### config.mk
export PLATFORM = sky130hd
export DESIGN_NAME = ram_be_clr
export DESIGN_NICKNAME = d
export VERILOG_FILES = /design/src/rtl/ram_pkg.sv /design/src/rtl/ram_rd_pipe.sv /design/src/rtl/ram_be_clr.sv
export SDC_FILE = /design/constraint.sdc
export NUM_CORES = 1
export LEC_CHECK = 0
export CAP_MARGIN = 25
export CORE_ASPECT_RATIO = 0.6
export CORE_MARGIN = 2
export CORE_UTILIZATION = 45
export CTS_BUF_LIST = sky130_fd_sc_hd__clkbuf_2 sky130_fd_sc_hd__clkbuf_4 sky130_fd_sc_hd__clkbuf_8
export DETAILED_ROUTE_END_ITERATION = 16
export GPL_TIMING_DRIVEN = 0
export PLACE_DENSITY = 0.61
export SYNTH_ARGS = -nofsm -noshare
export SYNTH_HDL_FRONTEND = slang
export SYNTH_SLANG_ARGS = --single-unit
### constraint.sdc
create_clock -name clk -period 3.5 [get_ports clk]
set_input_delay 0.7 -clock clk [delete_from_list [all_inputs] [get_ports clk]]
set_output_delay 0.7 -clock clk [all_outputs]
set_load 0.01 [all_outputs]
### src/rtl/ram_pkg.sv
`default_nettype none
// ============================================================================
// Module   : ram_pkg
// Purpose  : Shared types, bounds and the byte-lane merge helper for ram_be_clr.
// Revision : 1.0 - initial release
// ============================================================================
package ram_pkg;

   typedef enum logic [0:0] {
      RAM_CLEAR = 1'b0,
      RAM_IDLE  = 1'b1
   } ram_state_t;

   localparam int RD_LAT_MIN = 1;
   localparam int RD_LAT_MAX = 2;

   function automatic logic [7:0] byte_merge(
      input logic [7:0] old_byte,
      input logic [7:0] new_byte,
      input logic       be
   );
      return be ? new_byte : old_byte;
   endfunction

endpackage : ram_pkg
`default_nettype wire

### src/rtl/ram_rd_pipe.sv
`default_nettype none
// ============================================================================
// Module   : ram_rd_pipe
// Purpose  : Data+valid delay line of STAGES registers with sync active-low flush.
// Revision : 1.0 - initial release
// ============================================================================
module ram_rd_pipe #(
   parameter int D_WIDTH = 16,
   parameter int STAGES  = 0
) (
   input  logic               clk,
   input  logic               rst_n,
   input  logic               in_valid,
   input  logic [D_WIDTH-1:0] in_data,
   output logic               out_valid,
   output logic [D_WIDTH-1:0] out_data
);

   if (STAGES == 0) begin : g_pass
      logic unused_pass;
      assign unused_pass = ^{clk, rst_n};
      assign out_valid   = in_valid;
      assign out_data    = in_data;
   end else begin : g_stage
      logic [STAGES-1:0]  valid_q, valid_d;
      logic [D_WIDTH-1:0] data_q [STAGES];
      logic [D_WIDTH-1:0] data_d [STAGES];
      logic [STAGES:0]    v_chain;
      logic [D_WIDTH-1:0] d_chain [STAGES+1];

      // Data only advances with a valid beat so the output holds between reads.
      always_comb begin
         v_chain[0] = in_valid;
         d_chain[0] = in_data;
         for (int s = 0; s < STAGES; s++) begin
            v_chain[s+1] = valid_q[s];
            d_chain[s+1] = data_q[s];
         end
         for (int s = 0; s < STAGES; s++) begin
            valid_d[s] = v_chain[s];
            data_d[s]  = v_chain[s] ? d_chain[s] : data_q[s];
         end
      end

      always_ff @(posedge clk) begin
         if (!rst_n) begin
            valid_q <= '0;
            for (int s = 0; s < STAGES; s++) begin
               data_q[s] <= '0;
            end
         end else begin
            valid_q <= valid_d;
            for (int s = 0; s < STAGES; s++) begin
               data_q[s] <= data_d[s];
            end
         end
      end

      assign out_valid = v_chain[STAGES];
      assign out_data  = d_chain[STAGES];
   end

endmodule : ram_rd_pipe
`default_nettype wire

### src/rtl/ram_be_clr.sv
`default_nettype none
// ============================================================================
// Module   : ram_be_clr
// Purpose  : 1R/1W RAM with byte enables, selectable bypass/latency and a clear engine.
// Revision : 1.0 - initial release
// ============================================================================
module ram_be_clr
   import ram_pkg::*;
#(
   parameter int D_WIDTH      = 16,
   parameter int A_WIDTH      = 4,
   parameter int READ_LATENCY = 1,
   parameter int BYPASS       = 1
) (
   input  logic                   clk,
   input  logic                   rst_n,
   input  logic                   write_enable,
   input  logic [D_WIDTH/8-1:0]   byte_enable,
   input  logic [A_WIDTH-1:0]     address_write,
   input  logic [D_WIDTH-1:0]     data_write,
   input  logic                   read_enable,
   input  logic [A_WIDTH-1:0]     address_read,
   output logic [D_WIDTH-1:0]     data_read,
   output logic                   read_valid,
   input  logic                   clear_start,
   output logic                   busy
);

   localparam int NB    = D_WIDTH / 8;
   localparam int DEPTH = 2 ** A_WIDTH;
   localparam logic [A_WIDTH-1:0] LAST_ADDR = A_WIDTH'(DEPTH - 1);

   if (D_WIDTH % 8 != 0) begin : g_chk_dwidth
      $error("ram_be_clr: D_WIDTH must be a multiple of 8");
   end
   if (READ_LATENCY < RD_LAT_MIN || READ_LATENCY > RD_LAT_MAX) begin : g_chk_lat
      $error("ram_be_clr: READ_LATENCY must be 1 or 2");
   end
   if (BYPASS != 0 && BYPASS != 1) begin : g_chk_bypass
      $error("ram_be_clr: BYPASS must be 0 or 1");
   end

   ram_state_t         state_q, state_d;
   logic [A_WIDTH-1:0] clr_addr_q, clr_addr_d;
   logic               rd_valid_q, rd_valid_d;
   logic [D_WIDTH-1:0] rd_data_q, rd_data_d;
   logic [D_WIDTH-1:0] mem_q [DEPTH];

   logic               wr_en;
   logic [A_WIDTH-1:0] wr_addr;
   logic [D_WIDTH-1:0] wr_data;
   logic [D_WIDTH-1:0] old_word;
   logic [D_WIDTH-1:0] merged_word;
   logic [D_WIDTH-1:0] rd_word;
   logic               rd_accept;
   logic               user_wr;

   assign old_word = mem_q[address_write];

   for (genvar i = 0; i < NB; i++) begin : g_lane
      assign merged_word[8*i +: 8] = byte_merge(old_word[8*i +: 8],
                                                data_write[8*i +: 8],
                                                byte_enable[i]);
   end

   always_comb begin
      state_d    = state_q;
      clr_addr_d = clr_addr_q;
      wr_en      = 1'b0;
      wr_addr    = address_write;
      wr_data    = merged_word;
      rd_accept  = 1'b0;
      user_wr    = 1'b0;
      case (state_q)
         RAM_CLEAR: begin
            wr_en      = 1'b1;
            wr_addr    = clr_addr_q;
            wr_data    = '0;
            clr_addr_d = clr_addr_q + 1'b1;
            if (clr_addr_q == LAST_ADDR) begin
               state_d = RAM_IDLE;
            end
         end
         RAM_IDLE: begin
            rd_accept = read_enable;
            // Clear wins over a same-cycle write; the read still sees pre-clear data.
            if (clear_start) begin
               state_d    = RAM_CLEAR;
               clr_addr_d = '0;
            end else begin
               user_wr = write_enable;
               wr_en   = write_enable;
            end
         end
         default: begin
            state_d    = RAM_CLEAR;
            clr_addr_d = '0;
         end
      endcase
   end

   always_comb begin
      rd_word = mem_q[address_read];
      if (BYPASS == 1 && user_wr && (address_write == address_read)) begin
         rd_word = merged_word;
      end
      rd_valid_d = rd_accept;
      rd_data_d  = rd_accept ? rd_word : rd_data_q;
   end

   always_ff @(posedge clk) begin
      if (!rst_n) begin
         state_q    <= RAM_CLEAR;
         clr_addr_q <= '0;
         rd_valid_q <= 1'b0;
         rd_data_q  <= '0;
      end else begin
         state_q    <= state_d;
         clr_addr_q <= clr_addr_d;
         rd_valid_q <= rd_valid_d;
         rd_data_q  <= rd_data_d;
      end
   end

   // Storage is not reset; the sweep following reset zeroes it.
   always_ff @(posedge clk) begin
      if (rst_n && wr_en) begin
         mem_q[wr_addr] <= wr_data;
      end
   end

   assign busy = (state_q == RAM_CLEAR);

   ram_rd_pipe #(
      .D_WIDTH (D_WIDTH),
      .STAGES  (READ_LATENCY - 1)
   ) u_rd_pipe (
      .clk       (clk),
      .rst_n     (rst_n),
      .in_valid  (rd_valid_q),
      .in_data   (rd_data_q),
      .out_valid (read_valid),
      .out_data  (data_read)
   );

endmodule : ram_be_clr
`default_nettype wire

==> run summary, run 1 <==
Switching Fraction -> 25.0%
Post CTS Setup Buffer Count -> 0
Iter 0 DRT Violations -> 1442
antenna cell count -> 0
most common cell in the netlist -> edfxtp_1
Site Rows -> 48
CTS tree -> done
TritonCTS Buffers -> 42
RePlAce Congestion -> 0.904
critical-path maximum fanout -> 17
CTS max path bufs -> 3
Main synth FF type -> edfxtp_1
Hold Crit Class -> reg2reg
CTS Hold Bufs -> 0
clock sink count -> 278
nets -> 1055
final wirelength -> 44.5 mm
worst slew pin tran -> 1090 ps
Distinct cells, synth -> 42
Setup-failing EPs final -> 0
WP data arrival -> 3930 ps
Final TNS setup -> 0 ps
Pre-antenna DRT Iters -> 7
Skew-Pair Late Insertion Delay -> 580 ps
Setup crit start kind -> primary input
Max Clock Skew -> 20.2 ps
R2R cell count -> 8
first-pass GRT wire length -> 62.2 mm
largest family of logic cells by synthesized area -> multiplexers
largest net degree at the start of global routing -> 18
dpl hpwl -> 31.3 mm
Avg Vias per Cell -> 6.30
die height -> 138 µm
crit-path max cell delay -> 610 ps
aggregate global-route resource usage -> 29.3%
ys async rst share -> 0%
switching power -> 1730 µW
VDD IR max -> 0.000306 V
post-synthesis mux area share -> 22.3%
Area Overhead vs Synth -> 16.3%
total gr overflow -> 0
Post-synth EDFFs -> 256
Max Slew Vio Count -> 0
Post-Synth XOR/XNOR Area -> 0.262%
Mapped Area -> 0.0134 mm²
Final ANT Viol Nets -> 0
Tot Pwr -> 6940 µW
vias in the first global route -> 8772
Post-Syn Nets -> 949
post-synth top area cell -> edfxtp_1
Comb power frac -> 9.5%
count of buffers from port buffering -> 45
status -> completed
Worst Hold Depth -> 2
Slew HR -> 26.9%
Yosys top cell area share -> 57.4%
DR vias -> 9168
cells after synthesis -> 917
MaxCap Viol Count -> 0
simple-gate share of the synthesized area -> 6.34%
Period minus WS final -> 3460 ps
Clk Tree Root Cell -> clkbuf_8
mean post-synth cell area -> 14.6 µm²
compound-cell area share of the yosys netlist -> 7.32%
WP data required -> 3970 ps
Fmax -> 289 MHz
Final Cycle Share -> 98.9%
RSZ-0062 raised after global routing -> no
worst path cell trace -> clkdlybuf4s50_1, nor2b_1, clkbuf_1, clkbuf_1, a21oi_1, nand3_1, nand3_1, mux2i_1, o21ai_1
drc violations -> 0
synth warn -> 0
die width -> 227 µm
Hold Vio Cnt, Final -> 0
Crit Path Category -> in2reg
post-synthesis register bit count -> 278
clock share of power -> 38.1%
Top Ports -> 49
Synth area leaders -> edfxtp_1, mux2i_1, mux4_2
Seq/Total Area, Yosys -> 60.7%
Flop pwr share -> 52.4%
CTS H-tree depth -> 2
Leak -> 0.00577 µW
Initial Utilization -> 46.2%
layout cell share with drive strength beyond 1 -> 17.0%
clock-pin slew on the worst setup and hold paths -> 70 ps
top cells by count, synth -> edfxtp_1, mux2i_1, nand2_1, a22oi_1, nand3_1
Int Pwr -> 5200 µW
WHS -> 444 ps
CP max stage cell -> clkdlybuf4s50_1
DR WL/cell -> 30.6 µm
die area -> 0.0312 mm²
Core Area -> 0.0290 mm²
Adder-Cell Fraction of Synth Area -> 0.0934%
pwr dens -> 445 mW/mm²
initial antenna violation count -> 1
CP endpoint kind -> flip-flop
[worst paths after layout]
kind / startpoint / to / slack [ps]
min reg2reg: rd_data_q[4]$_SDFFE_PN0P_ / rd_data_q[4]$_SDFFE_PN0P_ / 440
max reg2reg: state_q$_SDFF_PN0_ / rd_data_q[13]$_SDFFE_PN0P_ / 400
min: rd_data_q[4]$_SDFFE_PN0P_ / rd_data_q[4]$_SDFFE_PN0P_ / 440
max: address_write[2] / rd_data_q[13]$_SDFFE_PN0P_ / 40
[worst max-delay path, delay by kind of cell]
kind | cells | cell delay [ps]
simple gates | 3 | 920
compound gates | 2 | 380
buf+inv | 3 | 1340
mux | 1 | 580
[routing by layer]
layer  GRT usage, %  up-vias  wire length (µm)  share of wire, %
li1               -     3872                 -                 -
met1           45.0     4549             20000                45
met2           35.6      671             15900                36
met3           13.6       74              7520                17
met4           7.89        2               978               2.2
met5           2.90        -               118              0.26
[logic make-up (layout without fill, tap and decap cells)]
group | Yosys count | count (layout)
flops | 278 | 278
mux | 234 | 234
simple gates | 179 | 179
compound gates | 145 | 145
buf+inv | 76 | 215
xor+xnor | 4 | 4
fa+ha+maj | 1 | 1
[final cells by class]
type	count	area [µm²]
Timing Repair Buffer	62	786
Buffer	67	385
Multi-Input combinational cell	563	4940
Clock buffer	59	724
Tap cell	400	500
Clock inverter	18	73.8
Fill cell	2431	13400
Sequential cell	278	8130
Inverter	9	33.8
[state kept, by name, indices dropped and copies added, names as in the netlist]
signal      cells
mem_q         256
rd_data_q      16
clr_addr_q      4
rd_valid_q      1
state_q         1
[stage by stage]
stage | worst slack, ps | instances | instance area [µm²] | utilization [%]
after floorplan | 851 | 917 | 13400 | -
after global placement | -1400 | 1362 | 14300 | 49.5
after detailed placement | -612 | 1378 | 14700 | 50.7
after CTS | 15.6 | 1455 | 15500 | 53.5
after global routing | 4.26 | 1456 | 15600 | 53.7
final | 40.2 | 1456 | 15600 | 53.7
[power by group through the flow]
stage / combinational [µW] / sequential (µW) / clock [µW]
after CTS: 631 / 3630 / 2670
after detailed placement: 630 / 3700 / 0
after floorplan: 371 / 3700 / 0
after global placement: 607 / 3710 / 0
final: 658 / 3630 / 2640
after global routing: 678 / 3640 / 2800
[cells in the final DEF, fill, tap and decap left out, types with 24 or more instances in the layout]
master,n
clkbuf_1,24
nand3_1,49
clkdlybuf4s50_1,45
nand2_1,68
mux2i_1,187
clkbuf_8,45
mux4_2,33
edfxtp_1,256
a21oi_1,31
a22oi_1,59
[repair_timing]
| item | CTS | global route |
|---|---|---|
| setup endpoints to repair | 1 | 82 |
| pin swaps | 0 | 0 |
| gates resized for setup | 1 | 25 |
(Power assumes the default switching activity.)
==> inputs of run 2 (changes only) <==
- CAP_MARGIN: 25 -> 20
==> run 2 against run 1 <==
Compared with the run above:
- maximum frequency is 1.2% higher
- non-clock buffer count is 1 lower
- critical path depth is 1 lower
- clock power hardly changed
- register-to-register slack better by 70 ps
- cell count hardly changed
- sequential share of layout area hardly changed
- critical endpoint is now mem_q[0][3]$_DFFE_PP_
- largest power group unchanged
==> run summary, run 2 (synthesized netlist as in run 1, its figures left out) <==
largest net degree at the start of global routing -> 18 (unchanged)
worst path cell trace -> clkdlybuf4s50_1, nor2_1, clkbuf_1, nand2_1, o31ai_1, nand2_1, nor2_2, buf_16
end of the worst hold path -> rd_data_q[4]$_SDFFE_PN0P_
Iter 0 DRT Violations -> 1404 (-2.6%)
TritonCTS Buffers -> 42 (unchanged)
CP endpoint kind -> flip-flop
CTS tree -> done
most common cell after layout, fill and taps aside -> edfxtp_1
Fmax -> 293 MHz (+1.2%)
Slew HR -> 21.9% (-5.0 points)
DR WL/cell -> 30.5 µm (-0.39%)
WP data required -> 3780 ps (-190 ps)
CTS max path bufs -> 3 (unchanged)
Leak -> 0.00576 µW (about the same)
drc violations -> 0 (unchanged)
Final TNS setup -> 0 ps (unchanged)
Hold Vio Cnt, Final -> 0 (unchanged)
antenna cell count -> 0 (unchanged)
Initial Utilization -> 46.2% (unchanged)
R2R cell count -> 8 (unchanged)
worst reg2reg endpoint -> rd_data_q[13]$_SDFFE_PN0P_
CP max stage cell -> nor2_1
final wirelength -> 44.3 mm (-0.46%)
count of buffers from port buffering -> 45 (unchanged)
Final Cycle Share -> 97.7% (-1.2 points)
worst slew pin tran -> 1170 ps (+74.8 ps)
vias in the first global route -> 8772 (unchanged)
pwr dens -> 445 mW/mm² (about the same)
MaxCap Viol Count -> 0 (unchanged)
Avg Vias per Cell -> 6.25 (-0.68%)
most frequent cells in the layout -> edfxtp_1, mux2i_1, nand2_1
Site Rows -> 48 (unchanged)
Crit Reg-Reg Startpoint -> state_q$_SDFF_PN0_
clock share of power -> 38.1% (about the same)
aggregate global-route resource usage -> 29.3% (unchanged)
reg2reg setup slack -> 470 ps (+70 ps)
switching power -> 1730 µW (-0.31%)
Top reg by flops -> mem_q
VDD IR max -> 0.000307 V (about the same)
Max Slew Vio Count -> 0 (unchanged)
Finished Layout Cells -> 1455 (-0.069%)
Max Clock Skew -> 20.4 ps (+0.166 ps)
Core Area -> 0.0290 mm² (unchanged)
Pre-antenna DRT Iters -> 5 (-2)
WHS -> 444 ps (+0.0240 ps)
clock-pin slew on the worst setup and hold paths -> 60 ps (about the same)
die area -> 0.0312 mm² (unchanged)
WP data arrival -> 3690 ps (-240 ps)
status -> completed
Skew-Pair Late Insertion Delay -> 580 ps (about the same)
clock sink count -> 278 (unchanged)
DR vias -> 9099 (-0.75%)
die width -> 227 µm (unchanged)
critical-path maximum fanout -> 11 (-6)
CP most frequent cell -> nand2_1
RePlAce Congestion -> 0.904 (unchanged)
RSZ-0062 raised after global routing -> no
initial antenna violation count -> 1 (unchanged)
Area Overhead vs Synth -> 16.2% (about the same)
dpl cells -> 1378 (unchanged)
Hold Crit Start -> rd_data_q[4]$_SDFFE_PN0P_
total gr overflow -> 0 (unchanged)
Post CTS Setup Buffer Count -> 0 (unchanged)
Final Util -> 53.7% (about the same)
layout cell share with drive strength beyond 1 -> 16.9% (-0.079 points)
nets -> 1054 (-0.095%)
Hold Crit Class -> reg2reg
Final ANT Viol Nets -> 0 (unchanged)
Setup crit start kind -> primary input
Worst Hold Depth -> 2 (unchanged)
Comb power frac -> 9.5% (about the same)
Period minus WS final -> 3420 ps (-41.5 ps)
Top Ports -> 49 (unchanged)
Clk Tree Root Cell -> clkbuf_8
CTS H-tree depth -> 2 (unchanged)
first-pass GRT wire length -> 62.2 mm (unchanged)
die height -> 138 µm (unchanged)
dpl hpwl -> 31.3 mm (unchanged)
Crit Path Category -> in2reg
Int Pwr -> 5200 µW (about the same)
crit-path max cell delay -> 610 ps (about the same)
Regs by FF count -> mem_q x256, rd_data_q x16, clr_addr_q x4
Setup-failing EPs final -> 0 (unchanged)
flip-flop count of the largest register after layout -> 256 (unchanged)
Switching Fraction -> 24.9% (-0.058 points)
Flop pwr share -> 52.4% (about the same)
run 2: changes by cell type in the layout (fill, tap and decap cells not counted):
cell / before / now
buf_4: 3 / 2
run 2: layer usage:
metal	wire length [µm]	part of all wire, %	track usage [%]
met4	950	2.1	7.89
met1	19900	45	45.0
met3	7580	17	13.6
met2	15800	36	35.6
met5	118	0.27	2.90
run 2: stage by stage:
| step | total power, µW | area, µm² | worst slack [ps] |
|---|---|---|---|
| CTS | 6930 | 15500 | 15.6 |
| detailed placement | 4330 | 14700 | -612 |
| floorplan | 4070 | 13400 | 851 |
| finish | 6930 | 15600 | 81.6 |
| global route | 7120 | 15600 | 4.26 |
| global placement | 4310 | 14300 | -1400 |
run 2: layout make-up:
class | count | area, µm²
Buffer | 67 | 385
Clock buffer | 59 | 724
Clock inverter | 18 | 73.8
Fill cell | 2433 | 13400
Inverter | 9 | 33.8
Multi-Input combinational cell | 563 | 4940
Sequential cell | 278 | 8130
Tap cell | 400 | 500
Timing Repair Buffer | 61 | 778
run 2: what timing repair did:
item,in CTS,in global routing
endpoints found under the setup margin,1,82
endpoints found under the hold margin,0,0
gates resized for setup,1,25
hold buffers,0,0
pin swaps,0,0
cloned,0,0
run 2: power groups by stage:
stage               Sequential [µW]  Clock [µW]  Combinational, µW
finish                         3630        2640                658
floorplan                      3700           0                371
global route                   3640        2800                678
detailed placement             3700           0                630
global placement               3710           0                607
CTS                            3630        2670                631
run 2: how the worst max path moves through the flow:
stage	endpoint	slack, ps	start
2_1_floorplan	mem_q[5][0]$_DFFE_PP_	850	address_write[2]
3_3_place_gp	mem_q[0][10]$_DFFE_PP_	-1400	address_write[2]
3_5_place_dp	rd_data_q[6]$_SDFFE_PN0P_	-610	address_write[2]
4_1_cts	rd_data_q[6]$_SDFFE_PN0P_	20	address_write[2]
5_1_grt	rd_data_q[13]$_SDFFE_PN0P_	4	address_write[2]
6_report	mem_q[0][3]$_DFFE_PP_	80	address_write[3]
run 2: worst max-delay path, delay by kind of cell:
family / cells / cell delay (ps)
AND/OR/NAND/NOR: 4 / 1520
buffers and inverters: 3 / 1360
AO/OA/AOI/OAI: 1 / 90
